[src/rtl/ber_checker_prbs9.sv]
// PRBS9 generator (x^9 + x^5 + 1), one bit per enable, active-high async reset to SEED.
module ber_checker_prbs9 #(
    parameter logic [8:0] SEED = 9'h1AA
) (
    input  logic clock,
    input  logic i_reset,
    input  logic i_enable,
    output logic o_bit
);

    logic [8:0] r_sr;

    always_ff @(posedge clock or posedge i_reset) begin
        if (i_reset) begin
            r_sr <= SEED;
        end else if (i_enable) begin
            r_sr <= {r_sr[7:0], r_sr[8] ^ r_sr[4]};
        end
    end

    assign o_bit = r_sr[8];

endmodule

[config.mk]
export PLATFORM = sky130hd
export DESIGN_NAME = ber_checker_prbs9
export DESIGN_NICKNAME = d
export VERILOG_FILES = /design/src/rtl/ber_checker_prbs9.sv
export SDC_FILE = /design/constraint.sdc
export NUM_CORES = 1
export LEC_CHECK = 0
export CORE_AREA = 10 10 47 49
export CTS_BUF_LIST = sky130_fd_sc_hd__clkbuf_4
export DETAILED_ROUTE_END_ITERATION = 8
export DIE_AREA = 0 0 57 59
export GPL_TIMING_DRIVEN = 0
export PLACE_DENSITY_LB_ADDON = 0.25
export SLEW_MARGIN = 30
export SYNTH_ARGS = -nofsm -noshare
export SYNTH_HDL_FRONTEND = slang
export SYNTH_SLANG_ARGS = --single-unit
[constraint.sdc]
create_clock -name clock -period 1.4 [get_ports clock]
set_clock_uncertainty 0.2 [all_clocks]
set_input_delay 0.28 -clock clock [delete_from_list [all_inputs] [get_ports clock]]
set_output_delay 0.28 -clock clock [all_outputs]
set_load 0.005 [all_outputs]
# Word level (Yosys, flattened, before mapping)
# Cells that the tools add are included.
# totals
register_bits	9
input_bits	3
output_inout_bits	1
wordCells	2
# op_classes
bitwise	1
# op_table
operator	n
1-bit bitwise XOR	1

# Longest topological paths before layout
# Gate-level depths: netlist of run 1.
# logic_depth
depth_word	1
mapped_depth	3
ltp_nobuf	2

# Worst setup path before layout of run 1
# No wires, ideal clock.
# synth_path
path_type	register -> register
from	reg r_sr[8]
to	reg r_sr[0]
setup_time_ps	124
t_arrival_ps	709
slack_ps	367
path_stages_with_launch	3
synth_period_minus_slack_ps	1033
path_cell_list	dfstp_2 xnor2_1 a21oi_1
# synth_between
elab_chain_len	1
# synth_lines
item	line	rtl
start, declared	11	logic [8:0] r_sr;
start signal, assigned	17	r_sr <= {r_sr[7:0], r_sr[8] ^ r_sr[4]};
1-bit bitwise XOR	17	
# No other way between the ends.
# A chain may end at the register's enable or synchronous reset.

# Worst setup path in the final report of run 1
# layout_path
from	reg r_sr[8]
to	out o_bit
# layout_rtl
item	line	rtl
end, declared	8	output logic o_bit
# No word-level cell between the ends.

==> results.json, run 1 <==
{
  "synth_ff_type": "dfstp_2",
  "hold_viol": 0,
  "drt_iter0_drc": 0,
  "drc_errors": 0,
  "path_clk_slew_ns": 0.06,
  "crit_chain": "buf_6",
  "rr_startpoint": "r_sr[8]",
  "setup_viol": 0,
  "vias": 197,
  "track_usage": 0.04467,
  "cpPeakStageDelay_ns": 0.54,
  "rows": 14,
  "cp_num_cells": 1,
  "startpoint_type": "flip-flop",
  "finalCriticalPeriod_ns": 1.375,
  "power_leakage_nw": 0.2132,
  "antennaDiodeCount": 0,
  "insertion_delay_ns": 0.26,
  "max_freq_mhz": 727.3,
  "r2r_end": "r_sr[0]",
  "synth_edf_count": 0,
  "status": "completed",
  "antenna_found_initial": 0,
  "hold_class": "primary input to async pin",
  "worstMarginPinSlew_ns": 0.3408,
  "root_buffer": "clkbuf_4",
  "maxCapViolations": 0,
  "syn_inst": 22,
  "synth_fp_nets": 25,
  "first_pass_iters": 1,
  "synth_top_area_frac": 0.3420,
  "layout-drive-gt1-share": 0.6897,
  "cts_tree": "yes",
  "io_pins": 4,
  "critPathRequiredTime_ns": 0.92,
  "grt_pass1_vias": 243,
  "clock_sinks": 9,
  "via_per_inst": 4.378,
  "syn_avg_cell_area_sq_um": 17.46,
  "die_area_sq_um": 3363,
  "crit_slowest_cell": "dfstp_2",
  "rsz0062_at_grt": "true",
  "synthTopCellsByArea": "dfstp_2 34%, mux2_4 31%, dfrtp_1 26%",
  "synth_cell_type_count": 8,
  "yosys_warnings": 0,
  "detail_route.wirelength_um": 561,
  "ir_worst_vdd_uv": 782.7,
  "crit_arrival_ns": 0.89,
  "netlist_top_cells_count": "8 x mux2_4, 5 x dfstp_2, 4 x dfrtp_1",
  "fin_crit_sh": 0.9821,
  "post_drt_wl_per_cell_um": 12.47,
  "final_antenna_net_count": 0,
  "setup_tns_ns": 0,
  "seq_area_frac_synth": 0.6026,
  "grt_pass1_wl_um": 1083,
  "rr_worst_depth": 3,
  "crit_family": "flip-flops",
  "async_reset_ff_frac": 1.000,
  "h-tree-depth": 1,
  "post-route-util": 0.3304,
  "yosysMostFrequentCell": "mux2_4",
  "path_buf_inv": 1,
  "ys_ff_latch": 9,
  "die_x_um": 57,
  "end_kind": "output port",
  "fp.coreArea_sq_um": 1401,
  "layout.nets": 33,
  "start_util": 0.2741,
  "grt_max_degree": 11,
  "relSlewSlack": 0.7726,
  "holdBufCountCts": 0,
  "cp_max_fo": 2,
  "area_growth_pct": 20.52,
  "power_density_nw_per_um2": 2298,
  "gp_congestion": 0.6634,
  "place_hpwl_um": 387.1,
  "cts_inserted_buffers": 3,
  "clock_path_buffers": 2,
  "portBuffers": 2,
  "grt_remaining_overflow": 0,
  "r2r_slack_ns": 0.23,
  "synth_top_cell_by_area": "dfstp_2",
  "top_register": "r_sr",
  "drv_slew": 0,
  "syn_area_sq_um": 384.1,
  "largest_register_ffs": 9,
  "die_y_um": 59,
  "top_regs": "r_sr x9",
  "crit_type": "flip-flop to output port"
}
-- cell families (layout without fill, tap and decap cells) --
logic type | after synthesis | count (layout) | synth area share
buffers and inverters | 2 | 9 | 0.03908
and+or+nand+nor | 1 | 1 | 0.009763
AOI/OAI and AO/OA | 1 | 1 | 0.01302
xor gates and xnor gates | 1 | 1 | 0.02281
DFF | 9 | 9 | 0.6026
muxes | 8 | 8 | 0.3127
-- per-stage QoR --
stage                     area [sq um]  hold slack [ns]  power, mW  std cells  setup slack, ns
after floorplan                  384.1         -0.09566     0.7423         22           0.3666
after global placement           424.2           0.2923     0.8121         40          -0.1265
after detailed placement         424.2           0.3006     0.8226         40          -0.1249
after CTS                        456.7          0.08125      1.057         45          0.01006
after global routing             462.9          0.09498      1.145         45        -0.001278
final                            462.9          0.07970      1.064         45          0.02511
-- worst register-to-register path, delay by kind of cell (launching register included) --
family	cells	cell delay (ns)
compound gates	1	0.09
xor+xnor	1	0.11
buf+inv	1	0.11
flops	1	0.54
-- area by class of cell --
cell class | count | area, sq um
Multi-Input combinational cell | 11 | 137.6
Inverter | 1 | 3.754
Buffer | 1 | 11.26
Fill cell | 146 | 938.4
Timing Repair Buffer | 3 | 28.78
Clock buffer | 4 | 30.03
Sequential cell | 9 | 231.5
Tap cell | 16 | 20.02
-- layout by cell type, fill, tap and decap left out --
cell             count
dfrtp_1              4
dfstp_2              5
clkbuf_4             4
mux2_4               8
clkdlybuf4s50_1      1
inv_1                1
buf_4                1
nor2_1               1
xnor2_1              1
buf_6                2
a21oi_1              1
-- power by group --
| group | leakage [nW] | total (mW) | internal [mW] | switching, mW |
|---|---|---|---|---|
| logic | 0.0970 | 0.314 | 0.235 | 0.0785 |
| clock network | 0.0184 | 0.222 | 0.129 | 0.0930 |
| registers | 0.0978 | 0.528 | 0.445 | 0.0828 |
-- timing repair --
action | 4_1_cts | 5_1_grt
gates resized for setup | 4 | 1
hold endpoints to repair | 0 | 0
setup buffers | 1 | 0
endpoints found under the setup margin | 1 | 1
-- metal layers --
layer,track usage,vias to the layer above,share of wire
met5,0,-,0
met4,0.06040,0,0.055
met3,0.01931,3,0.043
met2,0.05736,6,0.42
met1,0.04676,102,0.48
li1,-,86,-
-- how the worst max path moves through the flow --
| stage | to | start |
|---|---|---|
| detailed placement | o_bit | r_sr[8] |
| floorplan | r_sr[0] | r_sr[8] |
| finish | o_bit | r_sr[8] |
| global route | o_bit | r_sr[8] |
| global placement | o_bit | r_sr[8] |
| CTS | o_bit | r_sr[8] |
(Power assumes the default switching activity.)
==> inputs of run 2 (changes only) <==
CTS_BUF_LIST = sky130_fd_sc_hd__clkbuf_2   (was sky130_fd_sc_hd__clkbuf_4)
==> results.json, run 2 (synthesis gave the netlist of run 1 again) <==
{
  "mostFrequentLayoutCells": "8 x mux2_4, 5 x dfstp_2, 4 x clkbuf_2, 4 x dfrtp_1, 2 x buf_6",
  "cts_inserted_buffers": 3,
  "drc_errors": 0,
  "ir_worst_vdd_uv": 717.6,
  "start_util": 0.2741,
  "startpoint_type": "flip-flop",
  "antenna_found_initial": 0,
  "io_pins": 4,
  "worstMarginPinSlew_ns": 0.3411,
  "end_kind": "output port",
  "top_register": "r_sr",
  "crit_chain": "buf_6",
  "share_comb_of_total_power": 0.314,
  "place_hpwl_um": 387.1,
  "fin_crit_sh": 0.9737,
  "path_clk_slew_ns": 0.08,
  "cp_max_fo": 2,
  "detail_route.wirelength_um": 590,
  "drt_iter0_drc": 0,
  "power_frac_seq": 0.523,
  "rows": 14,
  "die_area_sq_um": 3363,
  "root_buffer": "clkbuf_2",
  "top_regs": "r_sr x9",
  "layout-drive-gt1-share": 0.6897,
  "final-seq-area_sq_um": 231.5,
  "power_leakage_nw": 0.2115,
  "via_per_inst": 4.378,
  "dpl_cell_area_sq_um": 424.2,
  "p_clk_frac": 0.163,
  "crit_type": "flip-flop to output port",
  "portBuffers": 2,
  "crit_slowest_cell": "dfstp_2",
  "holdWs_ns": 0.08995,
  "holdBufCountCts": 0,
  "gp_congestion": 0.6634,
  "fp.coreArea_sq_um": 1401,
  "fin_cells": 45,
  "final_antenna_net_count": 0,
  "drv_slew": 0,
  "hold_class": "primary input to async pin",
  "crit_arrival_ns": 0.88,
  "fill_cells": 150,
  "power_mw": 1.012,
  "cts_tree": "yes",
  "layout.nets": 33,
  "place_inst": 40,
  "insertion_delay_ns": 0.25,
  "grt_pass1_vias": 255,
  "power_density_nw_per_um2": 2235,
  "grt_pass1_wl_um": 1179,
  "path_buf_inv": 1,
  "status": "completed",
  "die_y_um": 59,
  "clock_path_buffers": 2,
  "p_sw_mw": 0.2567,
  "die_x_um": 57,
  "post-route-util": 0.3232,
  "post_drt_wl_per_cell_um": 13.11,
  "setup_viol": 0,
  "clock_sinks": 9,
  "cpPeakStageDelay_ns": 0.55,
  "critPathRequiredTime_ns": 0.92,
  "grt_remaining_overflow": 0,
  "antennaDiodeCount": 0,
  "relSlewSlack": 0.7723,
  "rsz0062_at_grt": "true",
  "mostFrequentLayoutCell": "mux2_4",
  "track_usage": 0.04814,
  "hold_viol": 0,
  "p_int_mw": 0.7557,
  "area_growth_pct": 17.92,
  "first_pass_iters": 1,
  "p_sw_frac": 0.2535,
  "largest_register_ffs": 9,
  "multi_input_area_sq_um": 137.6,
  "stdcell_area_sq_um": 452.9,
  "vias": 197,
  "maxCapViolations": 0,
  "finalCriticalPeriod_ns": 1.363,
  "max_freq_mhz": 733.6,
  "grt_max_degree": 11,
  "h-tree-depth": 1,
  "crit_family": "flip-flops"
}
==> run 2: cell counts in the layout (fill, tap and decap cells not counted) <==
No cell type changed its count.
==> run 2: layer usage <==
| metal | up-vias | share of wire | global-route usage |
|---|---|---|---|
| li1 | 86 | - | - |
| met1 | 102 | 0.45 | 0.04916 |
| met2 | 6 | 0.45 | 0.06667 |
| met3 | 3 | 0.041 | 0.01931 |
| met4 | 0 | 0.053 | 0.06040 |
| met5 | - | 0 | 0 |
==> run 2: metrics by stage <==
| stage | setup WS (ns) | TNS [ns] |
|---|---|---|
| after global placement | -0.1265 | -0.1265 |
| final | 0.03689 | 0 |
| after global routing | -0.007456 | -0.007456 |
| after detailed placement | -0.1249 | -0.1249 |
| after floorplan | 0.3666 | 0 |
| after CTS | 0.01128 | 0 |
==> run 2: power by group through the flow <==
stage | sequential (mW) | combinational [mW] | clock (mW)
finish | 0.529 | 0.318 | 0.165
detailed placement | 0.537 | 0.286 | 0
floorplan | 0.512 | 0.230 | 0
global placement | 0.531 | 0.281 | 0
global route | 0.552 | 0.356 | 0.190
CTS | 0.526 | 0.308 | 0.173
==> run 2: timing repair <==
item,4_1_cts,5_1_grt
setup endpoints to repair,1,1
buffers inserted,1,0
resized for setup,4,1
==> run 2: path summary, 6_finish.rpt <==
path / start / end / slack, ns / cells after the start
setup reg to reg: r_sr[8] / r_sr[0] / 0.23 / 3
hold reg to reg: r_sr[0] / r_sr[1] / 0.32 / 1
max in group asynchronous: i_reset / r_sr[7] / 0.61 / 2
min in group clock: i_enable / r_sr[0] / 0.09 / 2
setup / recovery: r_sr[8] / o_bit / 0.04 / 1
hold / removal: i_reset / r_sr[4] / 0.09 / 2
==> run 2: final cells by class <==
type                       count  area share
buffer                         1     0.02486
clock buffer                   4     0.04420
inverter                       1    0.008287
multi-input combinational     11      0.3039
sequential                     9      0.5111
tap                           16     0.04420
timing repair buffer           3     0.06354
